===== config.mk =====
export PLATFORM = sky130hd
export DESIGN_NAME = usr_reg
export DESIGN_NICKNAME = d
export VERILOG_FILES = /design/src/rtl/usr_pkg.sv /design/src/rtl/usr_next.sv /design/src/rtl/usr_reg.sv
export SDC_FILE = /design/constraint.sdc
export NUM_CORES = 1
export LEC_CHECK = 0
export CAP_MARGIN = 20
export CORE_UTILIZATION = 46
export CTS_BUF_LIST = sky130_fd_sc_hd__clkbuf_4 sky130_fd_sc_hd__clkbuf_8 sky130_fd_sc_hd__clkbuf_16
export CTS_CLUSTER_DIAMETER = 200
export DETAILED_ROUTE_END_ITERATION = 8
export GPL_TIMING_DRIVEN = 0
export PLACE_DENSITY = 0.87
export SLEW_MARGIN = 20
export SYNTH_ARGS = -nofsm -noshare
export SYNTH_HDL_FRONTEND = slang
export SYNTH_SLANG_ARGS = --single-unit

===== constraint.sdc =====
create_clock -name clk -period 2.9 [get_ports clk]
set_clock_uncertainty 0.15 [all_clocks]
set_input_delay 0.58 -clock clk [delete_from_list [all_inputs] [get_ports clk]]
set_output_delay 0.58 -clock clk [all_outputs]
set_load 0.005 [all_outputs]

===== src/rtl/usr_pkg.sv =====
// rtl/usr_pkg.sv - shared mode encoding and helpers for the universal shift register
//
// Contents:
//   USR_MODE_W  width of the mode select
//   usr_mode_e  operation codes sampled on each enabled edge
//   usr_is_step true for the modes that advance the shift counter

package usr_pkg;

  localparam int USR_MODE_W = 3;

  typedef enum logic [USR_MODE_W-1:0] {
    USR_HOLD = 3'b000,
    USR_LOAD = 3'b001,
    USR_SHL  = 3'b010,
    USR_SHR  = 3'b011,
    USR_ROL  = 3'b100,
    USR_ROR  = 3'b101,
    USR_ASR  = 3'b110,
    USR_CLR  = 3'b111
  } usr_mode_e;

  // Shift, rotate and arithmetic-shift modes all count as one step of a pass.
  function automatic logic usr_is_step(input usr_mode_e m);
    return (m == USR_SHL) || (m == USR_SHR) || (m == USR_ROL) ||
           (m == USR_ROR) || (m == USR_ASR);
  endfunction

endpackage


===== src/rtl/usr_next.sv =====
// rtl/usr_next.sv - combinational next-state datapath of the universal shift register
//
// Ports:
//   q          current register contents
//   d          parallel load data
//   mode       operation select
//   sin_l      serial bit entering at the LSB on SHL
//   sin_r      serial bit entering at the MSB on SHR
//   next_q     register value after the edge
//   next_sout  bit shifted or rotated out; 0 for LOAD/CLR, don't-care for HOLD

module usr_next
  import usr_pkg::*;
#(
  parameter int WIDTH = 8
) (
  input  logic [WIDTH-1:0] q,
  input  logic [WIDTH-1:0] d,
  input  usr_mode_e        mode,
  input  logic             sin_l,
  input  logic             sin_r,
  output logic [WIDTH-1:0] next_q,
  output logic             next_sout
);

  always_comb begin
    next_q    = q;
    next_sout = 1'b0;
    case (mode)
      USR_HOLD: begin
        next_q    = q;
        next_sout = 1'b0;
      end
      USR_LOAD: begin
        next_q    = d;
        next_sout = 1'b0;
      end
      USR_SHL: begin
        next_q    = {q[WIDTH-2:0], sin_l};
        next_sout = q[WIDTH-1];
      end
      USR_SHR: begin
        next_q    = {sin_r, q[WIDTH-1:1]};
        next_sout = q[0];
      end
      USR_ROL: begin
        next_q    = {q[WIDTH-2:0], q[WIDTH-1]};
        next_sout = q[WIDTH-1];
      end
      USR_ROR: begin
        next_q    = {q[0], q[WIDTH-1:1]};
        next_sout = q[0];
      end
      USR_ASR: begin
        // Sign bit is replicated so signed values divide by two.
        next_q    = {q[WIDTH-1], q[WIDTH-1:1]};
        next_sout = q[0];
      end
      USR_CLR: begin
        next_q    = '0;
        next_sout = 1'b0;
      end
      default: begin
        next_q    = q;
        next_sout = 1'b0;
      end
    endcase
  end

endmodule


===== src/rtl/usr_reg.sv =====
// rtl/usr_reg.sv - WIDTH-bit universal shift register with serial out, zero flag and pass counter
//
// Ports:
//   clk        rising-edge clock
//   rest       asynchronous active-high reset
//   en         clock enable; 0 freezes all state including wrap
//   mode       operation select (usr_mode_e encoding)
//   d          parallel load data
//   sin_l      serial input at LSB for SHL
//   sin_r      serial input at MSB for SHR
//   q          register contents
//   sout       last bit shifted or rotated out
//   zero       registered q == 0 flag
//   shift_cnt  shift/rotate steps since LOAD/CLR/reset, modulo WIDTH
//   wrap       one-cycle pulse when shift_cnt wraps WIDTH-1 -> 0

module usr_reg
  import usr_pkg::*;
#(
  parameter int               WIDTH     = 8,
  parameter logic [WIDTH-1:0] RESET_VAL = '0,
  localparam int              CNT_W     = $clog2(WIDTH)
) (
  input  logic                  clk,
  input  logic                  rest,
  input  logic                  en,
  input  logic [USR_MODE_W-1:0] mode,
  input  logic [WIDTH-1:0]      d,
  input  logic                  sin_l,
  input  logic                  sin_r,
  output logic [WIDTH-1:0]      q,
  output logic                  sout,
  output logic                  zero,
  output logic [CNT_W-1:0]      shift_cnt,
  output logic                  wrap
);

  // Terminal count is explicit so non-power-of-two widths wrap at WIDTH-1.
  localparam logic [CNT_W-1:0] CNT_MAX = CNT_W'(WIDTH - 1);

  usr_mode_e        mode_e;
  logic [WIDTH-1:0] next_q;
  logic             next_sout;
  logic             step;
  logic             cnt_at_max;

  assign mode_e     = usr_mode_e'(mode);
  assign step       = usr_is_step(mode_e);
  assign cnt_at_max = (shift_cnt == CNT_MAX);

  usr_next #(
    .WIDTH(WIDTH)
  ) u_next (
    .q        (q),
    .d        (d),
    .mode     (mode_e),
    .sin_l    (sin_l),
    .sin_r    (sin_r),
    .next_q   (next_q),
    .next_sout(next_sout)
  );

  // Data path: q, sout and zero move together so zero always matches q.
  always_ff @(posedge clk or posedge rest) begin
    if (rest) begin
      q    <= RESET_VAL;
      sout <= 1'b0;
      zero <= (RESET_VAL == '0);
    end else if (en) begin
      q    <= next_q;
      zero <= (next_q == '0);
      if (mode_e != USR_HOLD) begin
        sout <= next_sout;
      end
    end
  end

  // Pass counter and wrap pulse. With en=0 wrap is held, stretching a pulse.
  always_ff @(posedge clk or posedge rest) begin
    if (rest) begin
      shift_cnt <= '0;
      wrap      <= 1'b0;
    end else if (en) begin
      wrap <= 1'b0;
      if (mode_e == USR_LOAD || mode_e == USR_CLR) begin
        shift_cnt <= '0;
      end else if (step) begin
        if (cnt_at_max) begin
          shift_cnt <= '0;
          wrap      <= 1'b1;
        end else begin
          shift_cnt <= shift_cnt + 1'b1;
        end
      end
    end
  end

endmodule


Yosys cells after proc, flatten, opt, wreduce, memory -nomap -nowiden
Cells that the tools add are included.

storage, ports and cells
  logic and storage cells = 36
  output and inout bits = 14
  flip-flop bits (word level) = 14

operators by class
  equal/unequal tests = 8
  muxes and demuxes = 8
  $add $sub $neg = 1
  reduce and logical (&&, ||, !) cells = 14

operator list
  kind                                                 count
  case mux 8 bit (8 select lines)                      1
  equality test 3 bit, second input constant           5
  2-to-1 mux 3 bit                                     3
  logical NOT 8 bit                                    1
  equality test 3 x 2 -> 1 bit, second input constant  2
  OR reduction 3 bit                                   2
  logical OR 1 bit                                     5
  AND reduction 2 bit                                  2
  adder 3 x 1 -> 3 bit, second input constant          1
  equality test 3 x 1 -> 1 bit, second input constant  1
  logical NOT 3 bit                                    1
  2-to-1 mux 1 bit                                     3
  case mux 1 bit (3 select lines)                      1
  nonzero test 3 bit                                   1
  nonzero test 2 bit                                   1
  OR reduction 2 bit                                   1

Longest topological paths before layout
  word-level depth = 7
  gate-level depth with buffers = 8
  mapped depth without buffers = 6

Cells and area by module
A second synthesis with hierarchy kept.

unflattened totals
  cell total of the unflattened synthesis = 122
  area, all modules = 1146.1 µm²

modules (own cells, without submodules)
  module    cells each  area an instance (µm²)  instances  sequential area each (µm²)
  usr_reg   47          624.3                   1          351.6
  usr_next  75          521.8                   1          0.0

Least setup slack after synthesis
Ideal clock, no wire load.

  path kind = in2reg
  start = input port mode[2]
  end = register zero
  buffers on the path = 1
  stages = 7
  library setup time = 0.097 ns
  slack = 0.667 ns
  arrival = 1.985 ns
  path through = buf_2 xor2_1 a222oi_1 o221ai_1 a211oi_2 a21oi_1 o41ai_2

on the way
  cells in the longest elaborated chain, start to end = 3

RTL lines
  element                                      RTL line        source
  start, declared                              usr_reg.sv:27   input logic [USR_MODE_W-1:0] mode,
  equality test 3 bit (tied with other cells)  usr_next.sv:29  case (mode)
  case mux 8 bit (8 select lines) *            usr_next.sv:29
  logical NOT 8 bit *                          usr_reg.sv:71   zero <= (next_q == '0);
  end signal, assigned                         usr_reg.sv:68   zero <= (RESET_VAL == '0);
  end signal, assigned                         usr_reg.sv:71
  end, declared                                usr_reg.sv:33   output logic zero,

Every way passes the cells marked *; elsewhere a longest branch is shown, timed or not.
A chain may end at the register's enable or synchronous reset.

Final worst setup path
  start = input port mode[0]
  end = register zero

The elaborated chain is that of the path after synthesis.

==> out/qor.txt <==
outcome - finished clean
Syn-to-layout area delta - 36.5%
Avg Vias per Cell - 5.78
Util after Layout - 68.1%
H-tree levels - 1
Synth top area share - 32.9%
final worst-path cycle share - 94.0%
GRT overflow - 0
crit-path cells - clkdlybuf4s50_1 -> mux2_1 -> a222oi_1 -> o221ai_1 -> a211oi_2 -> a21oi_1 -> o41ai_2
wire per inst - 15.3 microns
Total Routing Usage GR - 23.9%
Die Ht - 48.4 microns
critical path type - primary input to flip-flop
worst slew pin tran - 582 ps
xor/xnor share of the synthesized area - 2.66%
antenna-violating nets left - 0
pin count of the biggest net entering global routing - 15
slowest library cell on the worst path - clkdlybuf4s50_1
share of cells above drive strength 1 - 9.03%
final WL - 2620 microns
CTS max path bufs - 2
GP Congestion - 0.810
final number of setup-violating endpoints - 0
post-CTS setup buffer count - 0
Worst EP required - 2940 ps
detailed router's first-iteration violation count - 29
DR DRC count - 0
core area - 1980 sq um
vias in the first global route - 955
Power Total - 0.000678 W
post-synthesis compound-gate area fraction - 24.1%
most frequent cells in the layout - clkdlybuf4s50_1, dfrtp_1, nand2_1
Clock transition at path regs - 100 ps
CTS resizes - 0
Hold Slack - 361 ps
WP depth - 7
max-slew violations - 0
hold_buf cts - 0
commonest non-fill, non-tap cell in the layout - clkdlybuf4s50_1
Lkg Pwr - 0.549 nW
dominant cell type by area after synthesis - dfrtp_1
Largest stage delay, worst path - 540 ps
largest family of logic cells by synthesized area - compound AO/OA/AOI/OAI gates
DRT Pass-1 Iters - 5
Crit path buffers/inverters - 1
post-synthesis mux area share - 7.59%
setup_tns - 0 ps
crit path DAT - 2770 ps
YS warnings - 0
Hold Crit Depth - 2
row count - 16
Die W - 48.4 microns
top cells by area, synth - dfrtp_1, o21ai_0, nand2_1
Max Cap Viol - 0
crit path capture type - flip-flop
global-route wire length before repair - 4360 microns
top_reg_cell synth - dfrtp_1
Final Hold Violating Endpoints - 0
relative slew slack - 61.2%
Root Buffer - clkbuf_4
post-synthesis adder-cell area fraction - 4.56%
# port buffers - 29
clk_lat worst skew - 290 ps
Seq/Total Area, Yosys - 35.6%
Top Ports - 30
Top delay family on crit path - compound AO/OA/AOI/OAI gates
Post-Syn Area - 988 sq um
CTS Buf Count - 3
hpwl dp - 1970 microns
RSZ-0062 raised after global routing - no
Max FO, Critical Path - 5
CTS tree - done
clock tree sinks - 14
Post-Syn Instances - 111
Seq cells post-synth - 14
Startpoint Class - primary input
Syn Nets - 129
ant diodes - 0
vias - 989
Async SR Flop Fraction - 100%
P per Cell Area - 502 nW/um^2
initial antenna violation count - 0
Post-Syn Area per Cell - 8.90 sq um
Tmin final - 2730 ps
Final nets - 163
DIE AREA - 2340 sq um
worst hold path type - flip-flop to flip-flop
fmax - 367 MHz
Worst Reg-to-Reg Cells - 6
Synth cell types - 39
EDFF count, synth - 0
Peak VDD IR - 316 uV
initial core utilization - 49.9%
Synth Area in Simple Gates - 20.3%
## synthesized netlist by cell type (all sizes together) (4+ instances only)
| cell type | number |
|---|---|
| inv | 4 |
| a21oi | 8 |
| mux2 | 4 |
| o21ai | 11 |
| nand2 | 12 |
| buf | 5 |
| nor2 | 6 |
| dfrtp | 13 |
| clkbuf | 4 |
## flip-flops by register name (all words and copies together) (netlist names)
signal     flops
zero           1
shift_cnt      3
wrap           1
sout           1
q              8
## per-layer routing
metal	wire, microns	vias up	track usage, %	share of wire, %
met4	48	0	6.86	1.8
li1	-	485	-	-
met3	133	6	5.35	5.1
met2	1310	33	41.1	50
met5	0	-	0	0
met1	1120	465	30.1	43
## layout make-up
type	count	area, sq um
Buffer	9	37.5
Clock buffer	4	36.3
Fill cell	143	633
Inverter	4	15.0
Multi-Input combinational cell	84	584
Sequential cell	14	352
Tap cell	27	33.8
Timing Repair Buffer	29	290
## worst reg2reg max path, delay by kind of cell, from the launching register on
| family | cells | cell delay, ps |
|---|---|---|
| AO/OA/AOI/OAI | 5 | 1300 |
| flip-flops | 1 | 460 |
| multiplexers | 1 | 320 |
## cells by family after synthesis
logic type	after synthesis
AO/OA/AOI/OAI	34
XOR/XNOR	3
adder cells (fa/ha/maj)	4
buffers and inverters	13
flip-flops	14
multiplexers	7
AND/OR/NAND/NOR	36
## metrics by stage
step / cell area (sq um) / std cells / setup WS [ps]
3_3_place_gp: 1310 / 167 / -57.9
4_1_cts: 1350 / 171 / 200
6_report: 1350 / 171 / 173
2_1_floorplan: 988 / 111 / 667
5_1_grt: 1350 / 171 / 45.3
3_5_place_dp: 1310 / 167 / -88.1
## worst paths after layout
path / slack (ps) / start / end
setup / recovery: 170 / mode[0] / zero
hold / removal: 360 / zero / zero
setup reg to reg: 570 / q[4] / zero
hold reg to reg: 360 / zero / zero
max in group asynchronous: 1730 / rest / shift_cnt[2]
min in group asynchronous: 490 / rest / q[3]
## report_power, final
group / internal (W) / switching, W
logic: 0.000147 / 0.000102
registers: 0.000233 / 0.0000446
clock network: 0.0000764 / 0.0000751
(Power assumes the default switching activity.)
